===== src/rtl/ifetch_if.sv =====
// Instruction-memory bus between the fetch stage and instruction memory.
// Request/acknowledge semantics: the master raises imem_req with a stable
// imem_addr and keeps both unchanged until the slave answers with imem_ack=1;
// imem_rdata is meaningful only in a cycle where imem_ack=1, and that cycle
// completes the request. The slave never acknowledges while imem_req=0.
interface ifetch_if;
    logic        imem_req;
    logic [31:0] imem_addr;
    logic        imem_ack;
    logic [31:0] imem_rdata;

    modport master (output imem_req, output imem_addr, input imem_ack, input imem_rdata);
    modport slave  (input imem_req, input imem_addr, output imem_ack, output imem_rdata);
endinterface


===== src/rtl/ifetch.sv =====
// Instruction fetch stage: drives the instruction memory, updates the PC
// register and fills the IF/ID pipeline register. Handles memory wait states,
// decode stalls (with a one-entry hold register) and branch redirects
// (an in-flight request is drained and its response discarded).
// Optional performance counters are built when IFETCH_PERF_EN is defined.
module ifetch #(
    parameter logic [31:0] NOP_INSTR = 32'h0000_0000
) (
    input  logic        clk,
    input  logic        res,
    input  logic [31:0] pc_in,
    output logic        pc_write,
    output logic [31:0] pc_next,
    input  logic        branch_taken,
    input  logic [31:0] branch_target,
    input  logic        stall,
    ifetch_if.master    imem,
    output logic        if_id_valid,
    output logic [31:0] if_id_pc,
    output logic [31:0] if_id_pc4,
    output logic [31:0] if_id_instr,
    output logic [31:0] perf_fetch,
    output logic [31:0] perf_stall,
    output logic [1:0]  dbg_state
);

    typedef enum logic [1:0] {
        FETCH = 2'd0,
        WAIT  = 2'd1,
        HOLD  = 2'd2,
        DRAIN = 2'd3
    } state_t;

    state_t      r_state;
    logic [31:0] r_imem_addr;
    logic        r_hold_valid;
    logic [31:0] r_hold_pc;
    logic [31:0] r_hold_instr;
    logic        r_if_id_valid;
    logic [31:0] r_if_id_pc;
    logic [31:0] r_if_id_pc4;
    logic [31:0] r_if_id_instr;

    logic        w_in_fetch;
    logic [31:0] w_fetch_pc;
    logic        w_mem_word;
    logic        w_hold_rdy;
    logic        w_deliver;
    logic [31:0] w_dlv_pc;
    logic [31:0] w_dlv_pc4;
    logic [31:0] w_dlv_instr;

    // Delivery decision, PC update and memory request for the current cycle.
    // In FETCH the address follows pc_in directly so a zero-wait memory can
    // return one word per cycle; elsewhere the latched address is presented.
    always_comb begin
        w_in_fetch     = (r_state == FETCH);
        w_fetch_pc     = w_in_fetch ? pc_in : r_imem_addr;
        w_mem_word     = !res && (w_in_fetch || (r_state == WAIT)) && imem.imem_ack;
        w_hold_rdy     = !res && (r_state == HOLD) && r_hold_valid;
        w_deliver      = !res && !branch_taken && !stall && (w_mem_word || w_hold_rdy);
        w_dlv_pc       = (r_state == HOLD) ? r_hold_pc : w_fetch_pc;
        w_dlv_instr    = (r_state == HOLD) ? r_hold_instr : imem.imem_rdata;
        w_dlv_pc4      = w_dlv_pc + 32'd4;
        pc_write       = !res && (branch_taken || w_deliver);
        pc_next        = branch_taken ? branch_target : w_dlv_pc4;
        imem.imem_req  = !res && (r_state != HOLD);
        imem.imem_addr = w_fetch_pc;
    end

    // Fetch FSM together with the IF/ID and hold registers it controls.
    // A branch that coincides with the acknowledge of the outstanding request
    // returns straight to FETCH: nothing is left in flight to drain.
    always_ff @(posedge clk) begin
        if (res) begin
            r_state       <= FETCH;
            r_imem_addr   <= 32'd0;
            r_hold_valid  <= 1'b0;
            r_hold_pc     <= 32'd0;
            r_hold_instr  <= NOP_INSTR;
            r_if_id_valid <= 1'b0;
            r_if_id_instr <= NOP_INSTR;
            r_if_id_pc    <= 32'd0;
            r_if_id_pc4   <= 32'd0;
        end else begin
            if (w_in_fetch) begin
                r_imem_addr <= pc_in;
            end

            if (branch_taken || (!w_deliver && !stall)) begin
                r_if_id_valid <= 1'b0;
                r_if_id_instr <= NOP_INSTR;
            end else if (w_deliver) begin
                r_if_id_valid <= 1'b1;
                r_if_id_instr <= w_dlv_instr;
                r_if_id_pc    <= w_dlv_pc;
                r_if_id_pc4   <= w_dlv_pc4;
            end

            if (branch_taken) begin
                r_hold_valid <= 1'b0;
            end

            case (r_state)
                FETCH, WAIT: begin
                    if (branch_taken) begin
                        r_state <= imem.imem_ack ? FETCH : DRAIN;
                    end else if (imem.imem_ack) begin
                        if (stall) begin
                            r_hold_valid <= 1'b1;
                            r_hold_pc    <= w_fetch_pc;
                            r_hold_instr <= imem.imem_rdata;
                            r_state      <= HOLD;
                        end else begin
                            r_state <= FETCH;
                        end
                    end else begin
                        r_state <= WAIT;
                    end
                end
                HOLD: begin
                    if (branch_taken || !stall) begin
                        r_hold_valid <= 1'b0;
                        r_state      <= FETCH;
                    end
                end
                DRAIN: begin
                    if (imem.imem_ack) begin
                        r_state <= FETCH;
                    end
                end
                default: r_state <= FETCH;
            endcase
        end
    end

    assign if_id_valid = r_if_id_valid;
    assign if_id_pc    = r_if_id_pc;
    assign if_id_pc4   = r_if_id_pc4;
    assign if_id_instr = r_if_id_instr;
    assign dbg_state   = r_state;

`ifdef IFETCH_PERF_EN
    logic [31:0] r_perf_fetch;
    logic [31:0] r_perf_stall;

    // Count valid IF/ID loads and stall cycles; both wrap at 2^32.
    always_ff @(posedge clk) begin
        if (res) begin
            r_perf_fetch <= 32'd0;
            r_perf_stall <= 32'd0;
        end else begin
            if (w_deliver) begin
                r_perf_fetch <= r_perf_fetch + 32'd1;
            end
            if (stall) begin
                r_perf_stall <= r_perf_stall + 32'd1;
            end
        end
    end

    assign perf_fetch = r_perf_fetch;
    assign perf_stall = r_perf_stall;
`else
    assign perf_fetch = 32'd0;
    assign perf_stall = 32'd0;
`endif

endmodule


===== src/flat_wrapper.sv =====
// flat-port wrapper written by rule: the top's interface ports become plain ports
module ifetch_flat 
#(
    parameter logic [31:0] NOP_INSTR = 32'h0000_0000
)
  (clk, res, pc_in, pc_write, pc_next, branch_taken, branch_target, stall, if_id_valid, if_id_pc, if_id_pc4, if_id_instr, perf_fetch, perf_stall, dbg_state, imem_imem_req, imem_imem_addr, imem_imem_ack, imem_imem_rdata);
  ifetch_if imem_i ();
  input  logic clk;
  input  logic res;
  input  logic [31:0] pc_in;
  output logic pc_write;
  output logic [31:0] pc_next;
  input  logic branch_taken;
  input  logic [31:0] branch_target;
  input  logic stall;
  output logic if_id_valid;
  output logic [31:0] if_id_pc;
  output logic [31:0] if_id_pc4;
  output logic [31:0] if_id_instr;
  output logic [31:0] perf_fetch;
  output logic [31:0] perf_stall;
  output logic [1:0] dbg_state;
  output wire logic [$bits(imem_i.imem_req)-1:0] imem_imem_req;
  output wire logic [$bits(imem_i.imem_addr)-1:0] imem_imem_addr;
  input wire logic [$bits(imem_i.imem_ack)-1:0] imem_imem_ack;
  input wire logic [$bits(imem_i.imem_rdata)-1:0] imem_imem_rdata;
  assign imem_imem_req = imem_i.imem_req;
  assign imem_imem_addr = imem_i.imem_addr;
  assign imem_i.imem_ack = imem_imem_ack;
  assign imem_i.imem_rdata = imem_imem_rdata;
  ifetch #(.NOP_INSTR(NOP_INSTR)) u_core (.clk(clk), .res(res), .pc_in(pc_in), .pc_write(pc_write), .pc_next(pc_next), .branch_taken(branch_taken), .branch_target(branch_target), .stall(stall), .imem(imem_i), .if_id_valid(if_id_valid), .if_id_pc(if_id_pc), .if_id_pc4(if_id_pc4), .if_id_instr(if_id_instr), .perf_fetch(perf_fetch), .perf_stall(perf_stall), .dbg_state(dbg_state));
endmodule

===== config.mk =====
export PLATFORM = sky130hd
export DESIGN_NAME = ifetch_flat
export DESIGN_NICKNAME = d
export VERILOG_FILES = /design/src/rtl/ifetch_if.sv /design/src/rtl/ifetch.sv /design/src/flat_wrapper.sv
export SDC_FILE = /design/constraint.sdc
export NUM_CORES = 1
export LEC_CHECK = 0
export BUFFER_PORTS_ARGS = -buffer_cell sky130_fd_sc_hd__buf_2
export CORE_UTILIZATION = 46
export CTS_CLUSTER_SIZE = 10
export DETAILED_ROUTE_END_ITERATION = 7
export PLACE_DENSITY_LB_ADDON = 0.08
export SKIP_CTS_REPAIR_TIMING = 1
export SLEW_MARGIN = 20
export SYNTH_ARGS = -nofsm -noshare
export SYNTH_HDL_FRONTEND = slang
export SYNTH_SLANG_ARGS = --single-unit
export TNS_END_PERCENT = 100

===== constraint.sdc =====
create_clock -name clk -period 2.86 [get_ports clk]
set_input_delay 0.429 -clock clk [delete_from_list [all_inputs] [get_ports clk]]
set_output_delay 0.429 -clock clk [all_outputs]
set_load 0.005 [all_outputs]

==> qor.yml, run 1 <==
outcome: "finished with violations"
violations: "negative setup slack"
r2r_start: "u_core.dbg_state[1]$_SDFFE_PP0P_"
synth_area_leaders: "dfxtp_1 41%, nand2_1 8.8%, mux2i_1 6.3%"
grt_overflow_total: 0
synth-seq-cells: 194
core-area_sq_um: 20200
synth_warnings: 0
crit_slowest_cell: "or4_4"
crit_path_end_kind: "output port"
initial_utilization: 0.469
ant_nets: 0
skew_ns: 0.0110
vias_per_cell: 5.25
synth_enable_flop_cells: 0
path_delay_family: "simple AND/OR/NAND/NOR gates"
synthFlopType: "dfxtp_1"
min-delay-start: "imem_imem_ack"
criticalPathCategory: "flip-flop to output port"
clk_pin_slew_ns: 0.08
setup_ws_ns: -0.584
rows: 52
fmax_ghz: 0.290
final_nets: 1617
final-hold-violation-count: 0
dr.pass1.iters: 5
grt_usage: 0.270
avgRoutedWirePerCell_um: 16.6
grt_pass1_vias: 8088
grt_pass1_wl_mm: 45.0
layout_commonest_cell: "buf_2"
start_kind: "flip-flop"
cts_buffers: 17
drv_slew: 0
vdd_drop_max_v: 0.000377
holdPathStages: 2
synth_top_cell_by_area: "dfxtp_1"
cts_root_buf: "clkbuf_16"
insertedDiodeCount: 0
synthCells: 1195
hpwl_mm: 21.4
clk_path_buf_depth: 2
p_per_area_nw_per_um2: 528
cts_tree: "done"
die_area_sq_um: 21200
period_minus_slack_ns: 3.44
most-common-layout-cells: "264 x buf_2, 219 x nand2_1, 192 x dfxtp_1"
cts_max_level: 4
r2r_cells: 8
antenna_found_initial: 0
path_buf_inv: 2
syn2layout_area_growth_pct: 33.9
cp_data_arrival_time_ns: 3.01
path_max_fanout: 8
synth_cell_types: 53
die_y_um: 146
worst_pin_slew_ns: 0.831
drv_cap: 0
dpl-instance-area_sq_um: 11500
syn_avg_cell_area_sq_um: 7.94
finalPower_mw: 6.71
max_stage_delay_ns: 0.56
gp_congestion: 0.861
synth.top_cell.area_share: 0.409
clock_latency_ns: 0.44
hold_ws_ns: 0.231
vias: 9432
synth.yosys.seq_area_share: 0.409
crit_top_cell: "or4_4"
die_w_um: 146
drive_above_1_share: 0.341
synth-async-reset-ratio: 0
p_leak_nw: 5.97
io_buffers: 265
hold_class: "primary input to flip-flop"
route.detailed.drc: 0
cp-startpoint: "u_core.dbg_state[1]$_SDFFE_PP0P_"
wirelength_mm: 29.9
clock_sinks: 194
io_pins: 330
fillCellCount: 1851
setup_viol: 24
synth_area_sq_um: 9490
crit_chain: "buf_12 -> mux2_4 -> mux2i_2 -> or4_4 -> or4_4 -> or4_1 -> nand3_1 -> buf_2"
grt_max_degree: 64
cp.required_ns: 2.43
min_period_over_period: 1.20
rsz0062_at_grt: "true"
maxSlewHeadroom: 0.444
cp_num_cells: 8
drtIter0Drc: 577
fin_area_sq_um: 12700
flip-flops by register name (all words and copies together), names as in the netlist:
name	count
u_core.if_id_pc	30
u_core.r_hold_pc	32
u_core.r_imem_addr	32
u_core.if_id_instr	32
u_core.if_id_valid	1
u_core.r_hold_instr	32
u_core.if_id_pc4	32
u_core.r_hold_valid	1
u_core.dbg_state	2
through the flow:
stage	std cells	util	setup WS, ns	setup TNS, ns
2_1_floorplan	1258	-	-0.0156	-0.0429
3_3_place_gp	1752	0.570	-0.283	-1.82
3_5_place_dp	1752	0.570	-0.290	-2.16
4_1_cts	1784	0.599	-0.680	-12.67
5_1_grt	1798	0.628	-0.676	-11.75
6_report	1798	0.628	-0.584	-9.32
cells in the mapped netlist (all sizes together) (2+ instances only):
master and number:
nand2 222, dfxtp 194, nor2 146, a21oi 97, buf 92, mux2i 62
clkbuf 61, a211oi 37, inv 37, o21ai 34, o22a 23, a311oi 18
nand3 18, mux2 15, o21a 13, or4 13, nand4 12, nor3 12
nor4 11, xnor2 11, a31oi 10, o211ai 7, nand2b 5, o31ai 5
or3 5, nor2b 4, and3 3, nor3b 3, o211a 3, o21bai 3
o41ai 3, or4b 3, a21o 2, nand3b 2, o311ai 2, xor2 2
worst paths after layout:
kind                                             to  slack, ns
setup reg to reg  u_core.if_id_pc4[31]$_SDFFE_PP0P_       0.25
hold reg to reg     u_core.if_id_valid$_SDFFE_PP0P_       0.45
hold / removal     u_core.dbg_state[0]$_SDFFE_PP0P_       0.23
setup / recovery                        pc_next[30]      -0.58
metal layers:
layer,track usage,up-vias,share of wire
met2,0.407,388,0.46
li1,-,4630,-
met4,0.0937,0,0.022
met5,0,-,0
met3,0.0386,38,0.057
met1,0.392,4376,0.46
area by class of cell:
| class | instances | area, sq um | share of cell area |
|---|---|---|---|
| multi-input combinational | 875 | 5320 | 0.418 |
| inverter | 37 | 139 | 0.0109 |
| timing repair buffer | 390 | 2420 | 0.190 |
| clock buffer | 19 | 443 | 0.0349 |
| sequential | 194 | 3890 | 0.306 |
| tap | 270 | 338 | 0.0266 |
| clock inverter | 13 | 160 | 0.0126 |
cell families (layout without fill, tap and decap cells):
logic type | count (synthesis) | in the layout | share of synthesized area
simple gates | 460 | 461 | 0.209
mux | 77 | 77 | 0.0853
fa+ha+maj | 1 | 1 | 0.00132
flops | 194 | 194 | 0.409
buf+inv | 190 | 459 | 0.107
xor+xnor | 13 | 13 | 0.0120
compound gates | 259 | 259 | 0.177
other cells | 1 | 64 | 0.000395
power breakdown:
part,leakage [nW],switching (mW),total [mW],internal (mW)
clock,0.296,1.18,2.45,1.28
sequential,1.58,0.0619,2.87,2.81
combinational,4.10,0.786,1.39,0.605
Power figures use the tool's default switching activity.
==> run 2, diff against run 1 <==
--- a/config.mk
+++ b/config.mk
@@ -6,6 +6,7 @@
 export NUM_CORES = 1
 export LEC_CHECK = 0
 export BUFFER_PORTS_ARGS = -buffer_cell sky130_fd_sc_hd__buf_2
+export CORE_ASPECT_RATIO = 0.8
 export CORE_UTILIZATION = 46
 export CTS_CLUSTER_SIZE = 10
 export DETAILED_ROUTE_END_ITERATION = 7
==> qor.yml, run 2 (synthesis results as in run 1) <==
outcome: "finished with violations"
violations: "negative setup slack"
grt_usage: 0.271
final-hold-violation-count: 0
seq_area_sq_um: 3890
rsz0062_at_grt: "true"
fillCellCount: 1780
criticalPathCategory: "flip-flop to output port"
clk_path_buf_depth: 2
cp.required_ns: 2.43
final_util: 0.647
period_minus_slack_ns: 3.42
fmax_ghz: 0.292
vias: 9453
route.detailed.drc: 0
hold_class: "primary input to flip-flop"
most-common-layout-cells: "257 x buf_2, 219 x nand2_1, 192 x dfxtp_1"
worst_pin_slew_ns: 0.640
cp_data_arrival_time_ns: 3.00
io_buffers: 265
dr.pass1.iters: 6
wirelength_mm: 30.9
die_y_um: 130
drtIter0Drc: 701
insertedDiodeCount: 0
grt_pass1_wl_mm: 44.3
grt_max_degree: 123
clock_latency_ns: 0.44
multi_input_area_sq_um: 5380
crit_path_end_kind: "output port"
initial_utilization: 0.474
ant_nets: 0
start_kind: "flip-flop"
drv_slew: 0
setup_viol: 27
grt_pass1_vias: 8090
cts_tree: "done"
core-area_sq_um: 20000
p_per_area_nw_per_um2: 529
p_leak_nw: 6.06
rows: 46
hpwl_mm: 21.3
drive_above_1_share: 0.350
io_pins: 330
syn2layout_area_growth_pct: 36.5
skew_ns: 0.0150
avgRoutedWirePerCell_um: 17.2
maxSlewHeadroom: 0.573
gp_congestion: 0.853
drv_cap: 0
min_period_over_period: 1.20
setup_ws_ns: -0.564
die_area_sq_um: 21200
path_max_fanout: 7
setup_tns_ns: -10.01
cts_max_level: 4
final_nets: 1627
die_w_um: 163
cts_root_buf: "clkbuf_16"
antenna_found_initial: 0
grt_overflow_total: 0
vias_per_cell: 5.25
clock_sinks: 194
layout_commonest_cell: "buf_2"
vdd_drop_max_v: 0.000351
clk_pin_slew_ns: 0.08
cts_buffers: 17
==> run 2: cell count changes in the layout (fill, tap and decap cells not counted), sizes merged <==
cell      delta
buf          +8
bufinv       +1
clkinv       -1
clkinvlp     +3
inv          -1
==> run 2: metal layers <==
metal | share of wire | GRT usage | vias to the layer above | routed length, um
met1 | 0.45 | 0.372 | 4427 | 14000
met5 | 0 | 0 | - | 0
met2 | 0.47 | 0.432 | 363 | 14400
li1 | - | - | 4642 | -
met4 | 0.0089 | 0.0610 | 0 | 274
met3 | 0.073 | 0.0628 | 21 | 2270
==> run 2: where the power goes <==
part | internal (mW) | switching (mW)
logic | 0.657 | 0.802
clock network | 1.33 | 1.19
registers | 2.81 | 0.0636
total | 4.80 | 2.06
==> run 2: worst max-delay path: stages, from the launching register on <==
cell	delay (ns)
dfxtp_4	0.39
mux2i_1	0.13
o21ai_1	0.20
ha_2	0.23
buf_4	0.12
o211a_4	0.19
nand4_1	0.14
or4_4	0.46
or4_4	0.49
nand3_2	0.09
buf_6	0.11
==> run 2: through the flow <==
stage	total power, mW	worst slack, ns	hold WS [ns]	instances	cell area, sq um
final	6.86	-0.564	0.211	1802	13000
after global routing	7.12	-0.670	0.211	1802	13000
after CTS	6.69	-0.744	0.195	1782	12200
after detailed placement	4.19	-0.380	0.445	1750	11500
after global placement	4.18	-0.314	0.441	1750	11500
after floorplan	3.66	-0.0156	0.437	1258	9760
==> run 2: final timing paths <==
path | start | to | slack [ns] | cells past startpoint
max | u_core.dbg_state[1]$_SDFFE_PP0P_ | pc_next[30] | -0.56 | 10
min reg2reg | u_core.if_id_pc[29]$_SDFFE_PP0P_ | u_core.if_id_pc[29]$_SDFFE_PP0P_ | 0.45 | 2
min | imem_imem_ack | u_core.dbg_state[0]$_SDFFE_PP0P_ | 0.21 | 2
max reg2reg | u_core.dbg_state[1]$_SDFFE_PP0P_ | u_core.if_id_pc4[31]$_SDFFE_PP0P_ | 0.17 | 11
==> run 2: layout make-up <==
cell class                      count  share of cell area
Sequential cell                   194               0.300
Clock inverter                     15              0.0149
Multi-Input combinational cell    875               0.415
Tap cell                          264              0.0255
Clock buffer                       17              0.0328
Inverter                           37              0.0109
Timing Repair Buffer              400               0.201
